===== src/rtl/mux4_rr_arbiter.sv =====
// Round-robin arbiter that owns the select of a 4:1 one-bit mux.
// It grants one of four level-sensitive requesters at a time and rotates
// priority fairly. While others are waiting, a grant lasts at most MAX_HOLD
// consecutive cycles. All outputs are registered, so there is no
// combinational path from req_i to any output.
module mux4_rr_arbiter #(
    parameter int unsigned MAX_HOLD = 4
) (
    input  logic       clk_i,
    input  logic       rst_ni,
    input  logic [3:0] req_i,
    output logic [3:0] grant_o,
    output logic [1:0] sel_o,
    output logic       busy_o
);

    localparam logic [3:0] MaxHoldC = 4'(MAX_HOLD);

    typedef enum logic [0:0] {
        StIdle,
        StOwn
    } state_e;

    state_e     state_q, state_d;
    logic [1:0] last_q,  last_d;
    logic [3:0] hold_q,  hold_d;
    logic [3:0] grant_q, grant_d;
    logic [1:0] sel_q,   sel_d;
    logic       busy_q,  busy_d;

    // Owner bookkeeping, valid while in StOwn.
    logic [3:0] owner_oh;
    logic [3:0] others;
    logic       owner_req;

    // Returns the first set bit of r in the order p+1, p+2, p+3, p (mod 4).
    // The loop runs from the lowest priority to the highest, so the last hit
    // it records is the winner.
    function automatic logic [1:0] rr_pick(input logic [3:0] r, input logic [1:0] p);
        logic [1:0] idx;
        logic [1:0] win;
        win = p;
        for (int k = 4; k >= 1; k--) begin
            idx = p + 2'(k);
            if (r[idx]) begin
                win = idx;
            end
        end
        return win;
    endfunction

    assign owner_oh  = 4'b0001 << sel_q;
    assign others    = req_i & ~owner_oh;
    assign owner_req = |(req_i & owner_oh);

    // State register plus registered outputs; synchronous active-low reset.
    always_ff @(posedge clk_i) begin
        if (!rst_ni) begin
            state_q <= StIdle;
            last_q  <= 2'd3;
            hold_q  <= 4'd0;
            grant_q <= 4'b0000;
            sel_q   <= 2'd0;
            busy_q  <= 1'b0;
        end else begin
            state_q <= state_d;
            last_q  <= last_d;
            hold_q  <= hold_d;
            grant_q <= grant_d;
            sel_q   <= sel_d;
            busy_q  <= busy_d;
        end
    end

    // Next-state logic: leave StOwn only when the owner releases with nobody waiting.
    always_comb begin
        state_d = state_q;
        unique case (state_q)
            StIdle: begin
                if (|req_i) begin
                    state_d = StOwn;
                end
            end
            StOwn: begin
                if (!owner_req && !(|others)) begin
                    state_d = StIdle;
                end
            end
            default: state_d = StIdle;
        endcase
    end

    // Grant, select, pointer and hold-counter updates for the next edge.
    always_comb begin
        last_d  = last_q;
        hold_d  = hold_q;
        grant_d = grant_q;
        sel_d   = sel_q;
        busy_d  = busy_q;
        unique case (state_q)
            StIdle: begin
                // With no request, sel stays put so the mux output does not move.
                if (|req_i) begin
                    sel_d   = rr_pick(req_i, last_q);
                    grant_d = 4'b0001 << rr_pick(req_i, last_q);
                    busy_d  = 1'b1;
                    hold_d  = 4'd1;
                end
            end
            StOwn: begin
                if (!owner_req) begin
                    last_d = sel_q;
                    if (|others) begin
                        // Hand over on the same edge; no idle bubble.
                        sel_d   = rr_pick(others, sel_q);
                        grant_d = 4'b0001 << rr_pick(others, sel_q);
                        hold_d  = 4'd1;
                    end else begin
                        grant_d = 4'b0000;
                        busy_d  = 1'b0;
                    end
                end else if (|others) begin
                    if (hold_q >= MaxHoldC) begin
                        // Preempt: the owner is masked out of the search.
                        last_d  = sel_q;
                        sel_d   = rr_pick(others, sel_q);
                        grant_d = 4'b0001 << rr_pick(others, sel_q);
                        hold_d  = 4'd1;
                    end else begin
                        hold_d = hold_q + 4'd1;
                    end
                end else if (hold_q < MaxHoldC) begin
                    // Sole requester: count up and saturate, so a later
                    // contender can preempt on the first edge it is seen.
                    hold_d = hold_q + 4'd1;
                end
            end
            default: begin
                grant_d = 4'b0000;
                busy_d  = 1'b0;
            end
        endcase
    end

    assign grant_o = grant_q;
    assign sel_o   = sel_q;
    assign busy_o  = busy_q;

endmodule

===== config.mk =====
export PLATFORM = sky130hd
export DESIGN_NAME = mux4_rr_arbiter
export DESIGN_NICKNAME = d
export VERILOG_FILES = /design/src/rtl/mux4_rr_arbiter.sv
export SDC_FILE = /design/constraint.sdc
export NUM_CORES = 1
export LEC_CHECK = 0
export BUFFER_PORTS_ARGS = -buffer_cell sky130_fd_sc_hd__buf_2
export CAP_MARGIN = 30
export CORE_ASPECT_RATIO = 1.5
export CORE_MARGIN = 10
export CORE_UTILIZATION = 50
export CTS_BUF_LIST = sky130_fd_sc_hd__clkbuf_4 sky130_fd_sc_hd__clkbuf_8 sky130_fd_sc_hd__clkbuf_16
export DETAILED_ROUTE_END_ITERATION = 7
export PLACE_DENSITY_LB_ADDON = 0.12
export SETUP_SLACK_MARGIN = 0.05
export SYNTH_ARGS = -nofsm -noshare
export SYNTH_HDL_FRONTEND = slang
export SYNTH_SLANG_ARGS = --single-unit
export TNS_END_PERCENT = 100

===== constraint.sdc =====
create_clock -name clk_i -period 6.6 [get_ports clk_i]
set_clock_uncertainty 0.15 [all_clocks]
set_input_delay 0.66 -clock clk_i [delete_from_list [all_inputs] [get_ports clk_i]]
set_output_delay 0.66 -clock clk_i [all_outputs]
set_load 0.01 [all_outputs]

# Word level (Yosys, flattened, before mapping)
# Cells that the tools add are included.
# W data, S select, Z words.
word_totals:
  ff_bits: 14
  output_inout_bits: 7
  wordCells: 102
classes:
  n_bitwise: 4
  add_sub_neg: 7
  magnitude_cmp: 8
  eq_ne: 10
  n_reduce_logical: 11
  mux: 52
  shifts: 4
ops:
  columns: ["cell", "n"]
  rows:
  - ["$mux W4", 11]
  - ["$mux W2", 19]
  - ["$lt A2 B3 Y1 const B", 6]
  - ["$pmux W4 S2", 2]
  - ["$shl A1 B2 Y4 const A", 4]
  - ["$reduce_and A3 Y1", 5]
  - ["$bmux W1 S2", 6]
  - ["$reduce_or A4 Y1", 3]
  - ["$mux W1", 11]
  - ["$add A2 B2 Y2 const B", 4]
  - ["$and A4 B4 Y4", 2]
  - ["$ne A2 B1 Y1 const B", 3]
  - ["$ne A2 B2 Y1 const B", 3]
  - ["$ne A3 B1 Y1 const B", 2]
  - ["$ne A3 B2 Y1 const B", 2]
  - ["$add A2 B1 Y2 const B", 2]
  - ["$add A4 B1 Y4 const B", 1]
  - ["$ge A4 B3 Y1 const B", 1]
  - ["$lt A4 B3 Y1 const B", 1]
  - ["$not A4 Y4", 1]
  - ["$pmux W1 S2", 2]
  - ["$pmux W2 S2", 1]
  - ["$logic_not A1 Y1", 2]
  - ["$logic_and A1 B1 Y1", 1]
  - ["$not A1 Y1", 1]

# Longest topological paths before layout
# Gate-level depths: netlist of the first run.
logic_depth:
  ltp_word: 17
  ltp_mapped: 8
  ltp_nobuf: 7

# Worst setup path after synthesis of the first run
# OpenSTA, ideal clock, no wires.
synth_timing:
  path_type: "reg2reg"
  startpoint: "register sel_q[1], in the netlist sel_o[1]"
  endpoint: "register sel_q[0], in the netlist sel_o[0]"
  path_slack_ns: 4.219
  required_time_ns: 6.330
  path_stages_with_launch: 8
  setup_time_ns: 0.120
  synth_period_minus_slack_ns: 2.381
  t_arrival_ns: 2.112
  cell_sequence: "dfxtp_1 > inv_1 > ha_1 > nand2b_1 > mux4_1 > o2111ai_1 > a21oi_1 > o31a_1"
synth_between:
  elab_chain_len: 12
  elab_cells_between_ends: 26
synth_rtl:
  columns: ["element", "line_no", "text"]
  rows:
  - ["from (decl)", "28", "logic [1:0] sel_q, sel_d;"]
  - ["from (signal assigned)", "70", "sel_q <= sel_d;"]
  - ["branches (longest 12 deep; another with $add A2 B2 Y2)", null, null]
# Parallel ways; which one is timed is not known. The select of a mux whose other input is x is not followed.
# A chain may end at the register's enable or synchronous reset.

# Worst setup path in the final report of the first run
layout_timing:
  startpoint: "register sel_q[0], in the netlist sel_o[0]"
  endpoint: "register grant_q[0], in the netlist grant_o[0]"
layout_between:
  elab_chain_len: 17
  elab_cells_between_ends: 35
layout_rtl:
  columns: ["element", "line_no", "text"]
  rows:
  - ["branches (longest 17 deep; another with $add A2 B2 Y2)", null, null]
  - ["to (signal assigned)", "69", "grant_q <= grant_d;"]
  - ["to (decl)", "27", "logic [3:0] grant_q, grant_d;"]
# Parallel ways; which one is timed is not known. The select of a mux whose other input is x is not followed.

==> summary.log, run 1 <==
[cts] post-CTS repair timing setup buffer count 0
[finish] multi-input gate area in the final layout 802 µm²
[critical_path] largest driver fanout on the critical path 15
[pwr] peak supply drop 0.000123 V
[yosys] number of distinct library cell variants in the gate-level netlist after synthesis 46
[run_status] status finished, final reports clean
[cts] hold bufs inserted after CTS 0
[hold_path] HP Class flip-flop to flip-flop
[detailed_routing] Final Routed Wirelength 3.04 mm
[grt] vias in the first global route 1109
[finish] Net count, final 159
[placed_design] routability congestion estimate 0.957
[cts] count of cells resized by post-cts repair 0
[pwr] Pleak 0.504 nW
[grt] global route total overflow 0
[yosys] most frequent cells after synthesis sky130_fd_sc_hd__dfxtp_1 (14), sky130_fd_sc_hd__nor2_1 (10), sky130_fd_sc_hd__nand3_1 (8)
[detailed_routing] total iterations of the first detailed-routing run 4
[timing] number of endpoints failing setup at the final stage 0
[floorplanning] area enclosed by the die boundary 4590 µm²
[cts] number of CTS-inserted buffers 3
[timing] Final Hold Viols 0
[cts] Reg clk slew, reported paths 90 ps
[detailed_routing] DR WL/cell 18.1 µm
[finish] Layout fillers 233
[yosys] leading cell type by number of instances after synthesis sky130_fd_sc_hd__dfxtp_1
[finish] area used by sequential logic in the layout 280 µm²
[yosys] post-synthesis sequential area ratio 24.9%
[finish] share of post-route cells with drive strength above 1 17.2%
[timing] RSZ-0062 raised after global routing false
[pwr] register share of total power 32.7%
[cts] clock sinks 14
[detailed_routing] final routed DRC violation total 0
[finish] final design instance area without fill 1220 µm²
[detailed_routing] antenna viol nets, final 0
[critical_path] Crit Path Category flip-flop to flip-flop
[timing] transition time at the pin with the least slew margin 786 ps
[floorplanning] initial core utilization 51.1%
[grt] antenna violations before repair 0
[cts] clock latency of the later-clocked register in the worst-skew pair 290 ps
[pwr] power per unit of standard cell area 298 nW/µm²
[grt] maximum number of pins on one net before global-route repair 16
[cts] clock tree from TritonCTS done
[pwr] Power Internal 0.000207 W
[timing] setup TNS after final layout 0 ps
[critical_path] worst path cell trace inv_1 -> ha_1 -> and3b_1 -> o41ai_2 -> nand4_1 -> or4_4 -> o211ai_2
[yosys] fraction of registers with async set/reset 0%
[pwr] Net Sw Power 0.000158 W
[pwr] logic gate share of total power 49.4%
[grt] first-pass GRT wire length 5.01 mm
[pwr] overall power of the completed layout 0.000365 W
[critical_path] crit path capture type flip-flop
[yosys] Mapped Avg Cell Area 8.48 µm²
[yosys] most area-consuming cells after synthesis sky130_fd_sc_hd__dfxtp_1 (25%), sky130_fd_sc_hd__ha_1 (7.8%), sky130_fd_sc_hd__nand3_1 (3.6%)
[timing] count of pins over their slew limit 0
[finish] P&R area growth vs syn 8.43%
[detailed_routing] overall via count from detail_route 1123
[yosys] Post-synth top flop sky130_fd_sc_hd__dfxtp_1
[critical_path] CP arrival 2880 ps
[yosys] Yosys top cell by area sky130_fd_sc_hd__dfxtp_1
[detailed_routing] number of vias per cell 6.68
[timing] worst slew slack as a fraction of its limit 46.9%
[placed_design] cell area after placement 1190 µm²
[yosys] Syn Inst Count 133
[yosys] Syn Std Cell Area 1130 µm²
[cts] buffer depth of the longest clock path 2
[floorplanning] Die X 58.8 µm
[floorplanning] Die Height 78.2 µm
[floorplanning] Std-Cell Core Area 2210 µm²
[yosys] flops & latches, synth 14
[placed_design] dpl hpwl 2.39 mm
[yosys] area share of the largest cell type after synthesis 24.9%
[pwr] Clk network pwr share 17.9%
[cts] number of H-tree branching levels 1
[timing] fmax 358 MHz
[grt] Overall Global Routing Usage 13.4%
[floorplanning] row cnt 21
[finish] antenna cells 0
[pwr] switching share of total power 43.3%
[critical_path] critical path data required time 6680 ps
[placed_design] number of I/O port buffers 12
[detailed_routing] DRC violation total after the first TritonRoute iteration 37
[timing] post-route minimum period 2800 ps
[yosys] number of enable flip-flop cells after synthesis 0
[flow_run] maxcap violations 0
[cts] clock tree root driver cell sky130_fd_sc_hd__clkbuf_4
[critical_path] kind of start point of the critical path flip-flop
[yosys] YS warnings 0
[timing] Tcrit/Tclk final 42.4%
[floorplanning] number of top-level pins 13
[critical_path] delay contributed by the slowest stage of the critical path 590 ps
[critical_path] slowest stage cell, crit path sky130_fd_sc_hd__or4_4
[yosys] Post-Syn Nets 146
[registers in the layout, indices dropped and copies added, names as in the netlist]
signal and flops:
grant_o 4, hold_q 4, last_q 2, sel_o 2
busy_o 1, state_q 1
[power groups by stage]
stage | clock network [W] | logic [W] | registers (W)
after floorplan | 0 | 0.000136 | 0.000117
after global placement | 0 | 0.000173 | 0.000119
after detailed placement | 0 | 0.000178 | 0.000120
after CTS | 0.0000650 | 0.000179 | 0.000118
after global routing | 0.0000702 | 0.000197 | 0.000121
final | 0.0000654 | 0.000180 | 0.000119
[kinds of logic (layout without fill, tap and decap cells)]
family,after synthesis,in the layout,synth area share (%)
mux,4,4,6.10
simple gates,61,61,30.7
fa+ha+maj,7,7,7.77
buf+inv,8,20,4.00
flops,14,14,24.9
compound gates,39,39,26.5
[final cells by class]
class,count,share of cell area [%]
clock buffer,4,2.97
inverter,4,1.23
multi-input combinational,111,65.6
sequential,14,22.9
tap,23,2.35
timing repair buffer,12,4.91
[stage by stage]
step | setup WS [ps] | hold slack [ps] | utilization [%] | instances
2_1_floorplan | 4220 | 265 | - | 133
3_3_place_gp | 3950 | 274 | 53.7 | 164
3_5_place_dp | 3830 | 275 | 53.7 | 164
4_1_cts | 3800 | 288 | 55.4 | 168
5_1_grt | 3580 | 307 | 55.4 | 168
6_report | 3800 | 287 | 55.4 | 168
[path summary, 6_finish.rpt]
check                 start    endpoint  slack, ps  depth (start not counted)
setup reg to reg   sel_o[0]  grant_o[0]       3800                          7
hold / removal    hold_q[3]   hold_q[3]        290                          2
hold reg to reg   hold_q[3]   hold_q[3]        290                          2
setup / recovery   sel_o[0]  grant_o[0]       3800                          7
[placed cells by master (no fill, tap or decap), types with 5 or more instances in the layout]
| cell type | instances |
|---|---|
| sky130_fd_sc_hd__nor2_1 | 10 |
| sky130_fd_sc_hd__nand2_1 | 7 |
| sky130_fd_sc_hd__buf_2 | 12 |
| sky130_fd_sc_hd__nand2b_1 | 6 |
| sky130_fd_sc_hd__a21oi_1 | 7 |
| sky130_fd_sc_hd__nand3_1 | 8 |
| sky130_fd_sc_hd__ha_1 | 7 |
| sky130_fd_sc_hd__nor2b_1 | 5 |
| sky130_fd_sc_hd__dfxtp_1 | 14 |
[critical path, delay by kind of cell, from the launching register on]
family	cells	cell delay, ps
AOI/OAI and AO/OA	2	480
adders and majority gates	1	290
buffers and inverters	1	290
and+or+nand+nor	3	1040
DFF	1	480
[layer usage]
layer  vias up  track usage (%)  routed length, µm
li1        538                -                  -
met1       534             13.3               1180
met2        42             23.1               1590
met3         9             2.58                167
met4         0             10.6                101
met5         -                0                  0
(Power assumes the default switching activity.)
==> run 2, diff against run 1 <==
Clock period 6.6 ns to 2.38 ns, I/O delays scaled along.
==> run 2 against run 1 <==
Net effect:
- flip-flop and latch count unchanged
- hold slack worse by 160 ps
- largest power group unchanged
- critical path type unchanged
- combinational power rose to 3.5 times the previous value
- power grew to 3.0 times the previous value
- non-clock buffer count is 12 higher
- clock-buffer cell count down 1
- sequential power grew to 2.6 times the previous value
- global-route usage rose by 0.30 points
- critical path depth did not move
- die area is the same
- critical endpoint is now sel_o[0]
- via count rose by 2.1%
==> summary.log, run 2 (synthesis results as in run 1) <==
[run_status] status finished, final reports clean
[finish] share of post-route cells with drive strength above 1 28.8%
[critical_path] CP arrival 2250 ps
[critical_path] largest driver fanout on the critical path 8
[cts] clock tree from TritonCTS done
[detailed_routing] overall via count from detail_route 1147
[placed_design] routability congestion estimate 0.934
[timing] number of endpoints failing setup at the final stage 0
[critical_path] Setup crit start sel_o[1]
[placed_design] number of I/O port buffers 12
[cts] hold bufs inserted after CTS 0
[cts] buffer depth of the longest clock path 2
[finish] Core Util, Final 60.4%
[finish] Net count, final 171
[timing] count of pins over their slew limit 0
[finish] P&R area growth vs syn 18.3%
[timing] Hold Worst Slack 132 ps
[timing] Final Hold Viols 0
[floorplanning] Die Height 78.2 µm
[grt] global route total overflow 0
[hold_path] HP Class input pin to flip-flop
[timing] Tcrit/Tclk final 93.8%
[floorplanning] Std-Cell Core Area 2210 µm²
[cts] Reg clk slew, reported paths 80 ps
[detailed_routing] DR WL/cell 17.6 µm
[placed_design] worst-case setup slack after placement 9.46 ps
[detailed_routing] antenna viol nets, final 0
[pwr] Pleak 0.556 nW
[pwr] overall power of the completed layout 0.00108 W
[pwr] register share of total power 29.3%
[critical_path] launching point of the worst reg2reg path sel_o[1]
[flow_run] maxcap violations 0
[finish] antenna cells 0
[grt] first-pass GRT wire length 5.18 mm
[pwr] logic gate share of total power 58.3%
[cts] clock sinks 14
[timing] post-route minimum period 2230 ps
[grt] antenna violations before repair 0
[timing] RSZ-0062 raised after global routing false
[pwr] Clk network pwr share 12.4%
[critical_path] destination of the critical timing path sel_o[0]
[grt] vias in the first global route 1166
[detailed_routing] total iterations of the first detailed-routing run 4
[critical_path] number of cells traversed by the worst register-to-register path 7
[finish] top library cells by usage in the layout, fill and taps aside sky130_fd_sc_hd__dfxtp_1 (12), sky130_fd_sc_hd__buf_2 (12), sky130_fd_sc_hd__buf_4 (11)
[timing] fmax 448 MHz
[pwr] Net Sw Power 0.000451 W
[floorplanning] Die X 58.8 µm
[cts] clock latency of the later-clocked register in the worst-skew pair 280 ps
[detailed_routing] DRC violation total after the first TritonRoute iteration 68
[detailed_routing] final routed DRC violation total 0
[critical_path] critical path data required time 2400 ps
[critical_path] RR Endpoint sel_o[0]
[pwr] peak supply drop 0.000386 V
[critical_path] register-to-register setup slack 150 ps
[critical_path] Crit Path Category flip-flop to flip-flop
[pwr] power per unit of standard cell area 808 nW/µm²
[grt] Overall Global Routing Usage 13.7%
[critical_path] crit path capture type flip-flop
[grt] maximum number of pins on one net before global-route repair 16
[cts] number of H-tree branching levels 1
[timing] worst slew slack as a fraction of its limit 61.3%
[critical_path] kind of start point of the critical path flip-flop
[floorplanning] area enclosed by the die boundary 4590 µm²
[pwr] Power Internal 0.000627 W
[timing] Final Worst Setup Slack 148 ps
[floorplanning] initial core utilization 51.1%
[cts] number of CTS-inserted buffers 3
[pwr] switching share of total power 41.8%
[cts] clock tree root driver cell sky130_fd_sc_hd__clkbuf_4
[detailed_routing] number of vias per cell 6.41
[timing] transition time at the pin with the least slew margin 576 ps
[detailed_routing] Final Routed Wirelength 3.15 mm
[floorplanning] number of top-level pins 13
[floorplanning] row cnt 21
[placed_design] dpl hpwl 2.52 mm
[timing] setup TNS after final layout 0 ps
[run 2: changes by cell type in the layout (fill, tap and decap cells not counted), sizes merged]
cell,change
buf,+12
clkbuf,-1
[run 2: worst min path at each step]
stage | startpoint | endpoint | slack, ps | depth (start not counted)
floorplan | rst_ni | state_q | 230 | 1
global placement | hold_q[3] | hold_q[3] | 280 | 2
detailed placement | hold_q[3] | hold_q[3] | 290 | 2
CTS | rst_ni | last_q[0] | 140 | 2
global route | rst_ni | last_q[1] | 140 | 2
finish | rst_ni | last_q[0] | 130 | 2
[run 2: stage by stage]
stage	cell area, µm²	std cells
2_1_floorplan	1130	133
3_3_place_gp	1270	174
3_5_place_dp	1270	174
4_1_cts	1290	177
5_1_grt	1330	179
6_report	1330	179
[run 2: critical path: stages, from the launching register on]
cell                       delay, ps
sky130_fd_sc_hd__dfxtp_4         380
sky130_fd_sc_hd__buf_4           140
sky130_fd_sc_hd__ha_1            220
sky130_fd_sc_hd__a22o_1          290
sky130_fd_sc_hd__o21a_1          230
sky130_fd_sc_hd__nor2_1          290
sky130_fd_sc_hd__a211oi_1         90
sky130_fd_sc_hd__o31a_1          320
[run 2: final cells by class]
class / count / area (µm²)
multi-input combinational: 111 / 828
timing repair buffer: 24 / 154
fill: 220 / 873
inverter: 4 / 15.0
sequential: 14 / 285
tap: 23 / 28.8
clock buffer: 3 / 22.5
[run 2: power by group through the flow]
stage | logic, W | registers [W] | clock network [W]
global route | 0.000689 | 0.000322 | 0.000148
floorplan | 0.000378 | 0.000325 | 0
global placement | 0.000570 | 0.000316 | 0
CTS | 0.000584 | 0.000314 | 0.000136
detailed placement | 0.000579 | 0.000318 | 0
finish | 0.000629 | 0.000315 | 0.000134
[run 2: repair_timing]
item	CTS	global route
pin swaps	0	3
endpoints found under the setup margin	1	5
buffers inserted	0	2
gates resized for setup	2	9
[run 2: layer usage]
| metal | share of wire (%) | vias up | global-route usage (%) |
|---|---|---|---|
| li1 | - | 565 | - |
| met1 | 40 | 540 | 14.1 |
| met2 | 54 | 32 | 25.3 |
| met3 | 2.5 | 10 | 1.61 |
| met4 | 3.0 | 0 | 7.14 |
| met5 | 0 | - | 0 |
